## config.mk

```make
export PLATFORM = sky130hd
export DESIGN_NAME = shared_timer_arbiter
export DESIGN_NICKNAME = d
export VERILOG_FILES = /design/src/rtl/shared_timer_arbiter_pkg.sv /design/src/rtl/shared_timer_counter.sv /design/src/rtl/shared_timer_arbiter.sv
export SDC_FILE = /design/constraint.sdc
export NUM_CORES = 1
export LEC_CHECK = 0
export CAP_MARGIN = 0
export CORE_MARGIN = 8
export CORE_UTILIZATION = 40
export DETAILED_ROUTE_END_ITERATION = 6
export GPL_TIMING_DRIVEN = 1
export PLACE_DENSITY = 0.74
export SLEW_MARGIN = 20
export SYNTH_ARGS = -nofsm -noshare
export SYNTH_HDL_FRONTEND = slang
export SYNTH_SLANG_ARGS = --single-unit
```

## constraint.sdc

```tcl
create_clock -name clk -period 1.77 [get_ports clk]
set_clock_uncertainty 0.1 [all_clocks]
set_input_delay 0.177 -clock clk [delete_from_list [all_inputs] [get_ports clk]]
set_output_delay 0.177 -clock clk [all_outputs]
set_load 0.01 [all_outputs]
```

## src/rtl/shared_timer_arbiter_pkg.sv

```systemverilog
// Shared definitions for the round-robin interval timer arbiter.
package shared_timer_arbiter_pkg;

  typedef enum logic [1:0] {
    IDLE,
    RUN,
    DONE
  } state_t;

  localparam int unsigned N_REQ_DEF = 4;
  localparam int unsigned CNT_W_DEF = 8;

  // Width of a requester index; at least one bit.
  function automatic int unsigned idx_w(input int unsigned n);
    return (n <= 1) ? 1 : $clog2(n);
  endfunction

endpackage

```

## src/rtl/shared_timer_counter.sv

```systemverilog
// Shared up counter: synchronous reset, clear (load 0) over increment.
module shared_timer_counter #(
  parameter int unsigned CNT_W = 8
) (
  input  logic             clk,
  input  logic             rst,
  input  logic             clr,
  input  logic             en,
  output logic [CNT_W-1:0] cnt
);

  always_ff @(posedge clk) begin
    if (rst)
      cnt <= '0;
    else if (clr)
      cnt <= '0;
    else if (en)
      cnt <= cnt + CNT_W'(1);
  end

endmodule

```

## src/rtl/shared_timer_arbiter.sv

```systemverilog
// Round-robin arbiter sharing one interval counter among N_REQ requesters.
module shared_timer_arbiter
  import shared_timer_arbiter_pkg::*;
#(
  parameter int unsigned N_REQ = N_REQ_DEF,
  parameter int unsigned CNT_W = CNT_W_DEF
) (
  input  logic                   clk,
  input  logic                   rst,
  input  logic [N_REQ-1:0]       req,
  input  logic [N_REQ*CNT_W-1:0] len,
  output logic [N_REQ-1:0]       grant,
  output logic [N_REQ-1:0]       done,
  output logic                   busy,
  output logic [CNT_W-1:0]       cnt_q
);

  localparam int unsigned IW = idx_w(N_REQ);

  state_t           state, state_n;
  logic [IW-1:0]    idx, idx_n;
  logic [IW-1:0]    last, last_n;
  logic [IW-1:0]    pick;
  logic [CNT_W-1:0] tc, tc_n;
  logic [N_REQ-1:0] rot;
  logic             found;
  logic             clr;
  logic             en;

  shared_timer_counter #(
    .CNT_W(CNT_W)
  ) u_counter (
    .clk(clk),
    .rst(rst),
    .clr(clr),
    .en (en),
    .cnt(cnt_q)
  );

  // Rotate so last+1 sits at bit 0, take the lowest set bit, then map back.
  always_comb begin
    rot   = '0;
    pick  = '0;
    found = 1'b0;
    for (int unsigned i = 0; i < N_REQ; i++)
      rot[i] = req[(32'(last) + 1 + i) % N_REQ];
    for (int unsigned i = 0; i < N_REQ; i++) begin
      if (!found && rot[i]) begin
        found = 1'b1;
        pick  = IW'((32'(last) + 1 + i) % N_REQ);
      end
    end
  end

  always_ff @(posedge clk) begin
    if (rst) begin
      state <= IDLE;
      idx   <= '0;
      last  <= IW'(N_REQ - 1);
      tc    <= '0;
    end else begin
      state <= state_n;
      idx   <= idx_n;
      last  <= last_n;
      tc    <= tc_n;
    end
  end

  always_comb begin
    state_n = state;
    idx_n   = idx;
    last_n  = last;
    tc_n    = tc;
    grant   = '0;
    done    = '0;
    clr     = 1'b0;
    en      = 1'b0;
    case (state)
      IDLE: begin
        if (found) begin
          idx_n   = pick;
          last_n  = pick;
          tc_n    = len[32'(pick)*CNT_W +: CNT_W];
          clr     = 1'b1;
          state_n = RUN;
        end
      end
      RUN: begin
        grant[idx] = 1'b1;
        if (!req[idx])
          state_n = IDLE;
        else if (cnt_q == tc)
          state_n = DONE;
        else
          en = 1'b1;
      end
      DONE: begin
        done[idx] = 1'b1;
        state_n   = IDLE;
      end
      default: state_n = IDLE;
    endcase
  end

  assign busy = (state != IDLE);

endmodule

```

Word level (Yosys, flattened, before mapping). Index checks and enable logic that the tools add are counted.

Flip-flop bits (word level): 22. Output and inout port bits: 17. Input port bits: 38. Logic and storage cells: 65.

Multiplexer cells: 31. Reductions and logical operators: 12. $lt $le $gt $ge: 6. $add $sub $neg: 5. Shifts and indexed selects: 1. Equality and inequality tests: 5.

Operator list (number): 32-bit by 6-bit indexed part select with 8-bit output (1); 2-bit by 3-bit < comparator with 1-bit output, second input constant (5); 1-bit two-way mux (15); 2-bit two-way mux (7); 1-bit binary-select mux with 2-bit select (5); 8-bit by 1-bit adder with 8-bit output, second input constant (1); 8-bit equality test (1); 4-bit two-way mux (2); 2-bit by 1-bit adder with 2-bit output, second input constant (2); 2-bit adder, second input constant (2); 1-bit logical AND (4); 2-bit case mux with 2 select lines (1); 2-bit AND reduction (2); 1-bit logical NOT (3); 3-bit inequality test, second input constant (1); 1-bit demux with 2-bit select (1); 2-bit by 1-bit equality test with 1-bit output, second input constant (1); 2-bit equality test, second input constant (1); 2-bit by 1-bit >= comparator with 1-bit output, second input constant (1); 2-bit logical NOT (1); 2-bit inequality test, second input constant (1); 2-bit nonzero test (1); 2-bit OR reduction (1).

Longest topological paths before layout.
Word-level depth: 16. Gate-level depth with buffers: 6. Depth with buffers taken out: 5.

By module. Synthesis repeated with hierarchy kept, for this count alone.

Cell total of the unflattened synthesis: 145. Area, all modules: 1357.6 µm².

Modules (own cells, without submodules): shared_timer_arbiter (sequential area each 280.3 µm², instances 1, cells an instance 107, area each 1012.2 µm²); shared_timer_counter (sequential area each 160.2 µm², instances 1, cells an instance 38, area each 345.3 µm²).

Least setup slack after synthesis. No wires, ideal clock.

Path kind: register to register. From: register last[0]. To: register tc[6]. Library setup time: 0.122 ns. Arrival time: 1.736 ns. Path buffers: 1. Data required time: 1.548 ns. Setup slack: -0.187 ns. Period minus slack after synthesis: 1.957 ns. Cell stages (with the launch flop): 7. Cells stage by stage: dfxtp_1 nor2b_4 o21a_1 buf_6 nor3_4 mux2_4 a221o_1.

Word-level cells in the longest chain between the ends: 14. Elaborated cells on any way between the ends: 28.

RTL lines: start, declared (RTL line shared_timer_arbiter.sv:22) `logic [IW-1:0] last, last_n;`; start signal, assigned (RTL line shared_timer_arbiter.sv:59) `last <= IW'(N_REQ - 1);`; start signal, assigned (RTL line shared_timer_arbiter.sv:64) `last <= last_n;`; 2-bit by 1-bit adder with 2-bit output (*) (RTL line shared_timer_arbiter.sv:46, shared_timer_arbiter.sv:50); parallel branches: the longest is 13 deep, another holds 2-bit by 1-bit adder with 2-bit output; end signal, assigned (RTL line shared_timer_arbiter.sv:65) `tc <= tc_n;`; end, declared (RTL line shared_timer_arbiter.sv:24) `logic [CNT_W-1:0] tc, tc_n;`.

Every way passes the cells marked *. The select of a mux whose other input is x is not followed. A chain may end at the register's enable or synchronous reset.

Worst setup path in the final report.
From: input port req[1]. To: register tc[6].

Word-level cells in the longest chain between the ends: 13. Elaborated cells on any way between the ends: 24.

RTL lines: start, declared (RTL line shared_timer_arbiter.sv:10) `input logic [N_REQ-1:0] req,`; 1-bit binary-select mux with 2-bit select (RTL line shared_timer_arbiter.sv:46) `rot[i] = req[(32'(last) + 1 + i) % N_REQ];`; 1-bit two-way mux (implied by the code) (RTL line shared_timer_arbiter.sv:46); 1-bit two-way mux (RTL line shared_timer_arbiter.sv:48) `if (!found && rot[i]) begin`; 1-bit logical NOT (RTL line shared_timer_arbiter.sv:48); 1-bit logical AND (RTL line shared_timer_arbiter.sv:48); 1-bit two-way mux (RTL line shared_timer_arbiter.sv:48); 1-bit logical NOT (RTL line shared_timer_arbiter.sv:48); 1-bit logical AND (RTL line shared_timer_arbiter.sv:48); 1-bit two-way mux (RTL line shared_timer_arbiter.sv:48); 1-bit logical NOT (RTL line shared_timer_arbiter.sv:48); 1-bit logical AND (RTL line shared_timer_arbiter.sv:48); 2-bit two-way mux or 1-bit two-way mux (tied branches) (RTL line shared_timer_arbiter.sv:48); 32-bit by 6-bit indexed part select with 8-bit output or 2-bit AND reduction (tied branches).

Several ways; a longest one is shown, not always the timed one. The select of a mux whose other input is x is not followed.

==> reports/metrics.yaml <==
status: "complete, no violations"
area_delta_synth_final_pct: 58.9
tns_ns: 0
max_freq_mhz: 586
grt_usage_pct: 13.7
htree_num_levels: 1
die-area_sq_um: 5930
drt_iter0_drc: 124
muxShareOfSynthArea_pct: 9.24
post-cts-setup-buffers: 0
synth_compound_gate_area_share_pct: 20.8
place_congestion: 0.763
synth_top_family_by_area: "simple AND/OR/NAND/NOR gates"
use_met3_pct: 5.13
place_ws_ns: -0.328
drv_cap: 0
post-route-period-util_pct: 96.4
slew_violations: 0
yosys_warnings: 0
cts_buffer_depth: 2
crit_fanout: 6
ys_types: 41
tightest_slew_ns: 0.455
powerDensity_nw_per_um2: 719
netlist_area_sq_um: 1490
worstPathArrival_ns: 1.77
post-place-cells: 294
dr.pass1.iters: 4
grt_pass1_vias: 1494
antenna_found_initial: 0
routed_via_density: 5.14
grt_pass1_wl_mm: 6.80
root_buffer: "clkbuf_8"
power.leakage_nw: 0.972
final_area_sq_um: 2370
stdcell_count: 298
numCtsBuffers: 3
post-dp-hpwl_mm: 3.37
core_sq_um: 3630
die_h_microns: 77.0
synth_adder_area_share_pct: 0.840
clock_latency_ns: 0.27
die_x_microns: 77.0
hp-class: "reg2reg"
hold_viol_final: 0
avgSynthCellArea_sq_um: 8.71
drt.antenna.violating_nets: 0
wl_mm: 4.09
path_class: "in2reg"
met1_usage_pct: 15.7
worst_slack_ns: 0.0633
dpl_cell_area_sq_um: 2250
antennaDiodeCount: 0
num_io_pins: 55
clkTransAtPathRegs_ns: 0.08
route.vias.total: 1533
worst_slew_margin_rel_pct: 69.5
fin_crit_ns: 1.71
nets: 290
cp-start-kind: "input port"
finalSetupViolCount: 0
drive_above_1_share_pct: 18.4
synthSimpleGateAreaFrac_pct: 29.5
synth-seq-cells: 22
final_core_util_pct: 65.1
met2_usage_pct: 22.7
portBuffers: 54
rows: 22
ys_seq_area_share_pct: 29.6
drc: 0
grt_max_degree: 13
critPathRequiredTime_ns: 1.83
cts_tree: "built"
synthCells: 171
synth.net_count: 210
synth_xor_area_share_pct: 7.65
overflow: 0
peakVddDrop_uv: 441
busiest_layer: "met2"
post_drt_wl_per_cell_microns: 13.7
start_util_pct: 41.0
cts.sinks: 22
worstSetupEndpointType: "flop"
rsz0062_at_grt: "false"
[state kept, by name, summed over array words and instances (netlist names)]
register       cells
idx                2
last               2
state              2
tc                 8
u_counter.cnt      8
[where the power goes]
group	internal [mW]	switching, mW
combinational	0.390	0.347
clock	0.199	0.161
sequential	0.555	0.0488
[routing by layer]
metal / vias up / share of wire [%]
met5: - / 0
met4: 0 / 1.1
met3: 5 / 6.9
met2: 45 / 48
met1: 695 / 44
li1: 788 / -
[synthesized netlist by cell type (all sizes together)]
| cell | instances | area share, % |
|---|---|---|
| xor2 | 8 | 4.7 |
| buf | 1 | 0.76 |
| mux4 | 1 | 1.5 |
| o31a | 7 | 4.1 |
| nand2 | 16 | 4.0 |
| or3b | 1 | 0.59 |
| o21a | 2 | 1.0 |
| o21ai | 10 | 3.4 |
| nor4 | 4 | 3.7 |
| a21o | 1 | 0.50 |
| o31ai | 1 | 0.50 |
| nand3 | 5 | 1.7 |
| o211ai | 7 | 3.5 |
| a211oi | 3 | 1.5 |
| a21oi | 5 | 2.7 |
| mux2 | 1 | 1.0 |
| inv | 3 | 0.76 |
| ha | 1 | 0.84 |
| nor3 | 5 | 2.4 |
| and4 | 7 | 4.1 |
| nand2b | 8 | 3.5 |
| or2 | 2 | 0.84 |
| xnor2 | 5 | 2.9 |
| dfxtp | 22 | 30 |
| o22a | 1 | 0.59 |
| nor2b | 3 | 1.8 |
| mux2i | 10 | 6.7 |
| a221o | 1 | 0.67 |
| nand4 | 3 | 1.3 |
| a21boi | 1 | 0.50 |
| a2111oi | 1 | 1.8 |
| clkbuf | 3 | 0.84 |
| nor2 | 22 | 5.5 |
[cell families (layout without fill, tap and decap cells)]
logic type	after synthesis	in the layout
AOI/OAI and AO/OA	40	40
xor gates and xnor gates	13	13
adders and majority gates	1	1
buffers and inverters	7	86
DFF	22	22
muxes	12	12
and+or+nand+nor	76	76
[area by class of cell]
class	instances	area, sq um
Multi-Input combinational cell	142	1070
Clock buffer	4	55.1
Tap cell	48	60.1
Sequential cell	22	442
Inverter	3	11.3
Fill cell	328	1270
Timing Repair Buffer	79	729
[worst paths after layout]
path | start | endpoint | slack, ns | depth (start not counted)
min | tc[3]$_SDFFE_PP0P_ | tc[3]$_SDFFE_PP0P_ | 0.41 | 2
max | req[1] | tc[6]$_SDFFE_PP0P_ | 0.06 | 6
max reg2reg | last[1]$_SDFFE_PP1P_ | tc[6]$_SDFFE_PP0P_ | 0.12 | 5
min reg2reg | tc[3]$_SDFFE_PP0P_ | tc[3]$_SDFFE_PP0P_ | 0.41 | 2
[placed cells by master, fill, tap and decap left out, types with 2 or more instances in the layout]
| cell type | count |
|---|---|
| a211oi_1 | 3 |
| a21oi_1 | 3 |
| a21oi_4 | 2 |
| and4_1 | 7 |
| buf_4 | 22 |
| buf_6 | 3 |
| clkbuf_8 | 4 |
| clkdlybuf4s50_1 | 43 |
| dfxtp_1 | 21 |
| dlygate4sd2_1 | 10 |
| inv_1 | 3 |
| mux2i_1 | 10 |
| nand2_1 | 16 |
| nand2b_1 | 6 |
| nand2b_4 | 2 |
| nand3_1 | 5 |
| nand4_1 | 3 |
| nor2_1 | 22 |
| nor2b_1 | 2 |
| nor3_1 | 4 |
| nor4_4 | 3 |
| o211ai_1 | 7 |
| o21ai_1 | 10 |
| o31a_1 | 7 |
| or2_1 | 2 |
| xnor2_1 | 5 |
| xor2_1 | 8 |
[worst max-delay path, cell delays in order]
cell	delay [ns]
clkdlybuf4s50_1	0.42
buf_6	0.15
o21a_4	0.21
nor3_4	0.19
mux2_4	0.32
a221o_1	0.30
[through the flow]
step           hold slack [ns]  total power [mW]
6_report                 0.406              1.70
2_1_floorplan            0.289              1.03
5_1_grt                  0.425              1.79
4_1_cts                  0.407              1.68
3_3_place_gp             0.390              1.31
3_5_place_dp             0.397              1.32
[repair_timing]
action                                  in CTS  in global routing
resized for setup                           12                 12
cloned                                       0                  0
endpoints found under the setup margin      14                 12
hold buffers                                 0                  0
pin swaps                                    0                  5
Power figures use the tool's default switching activity.
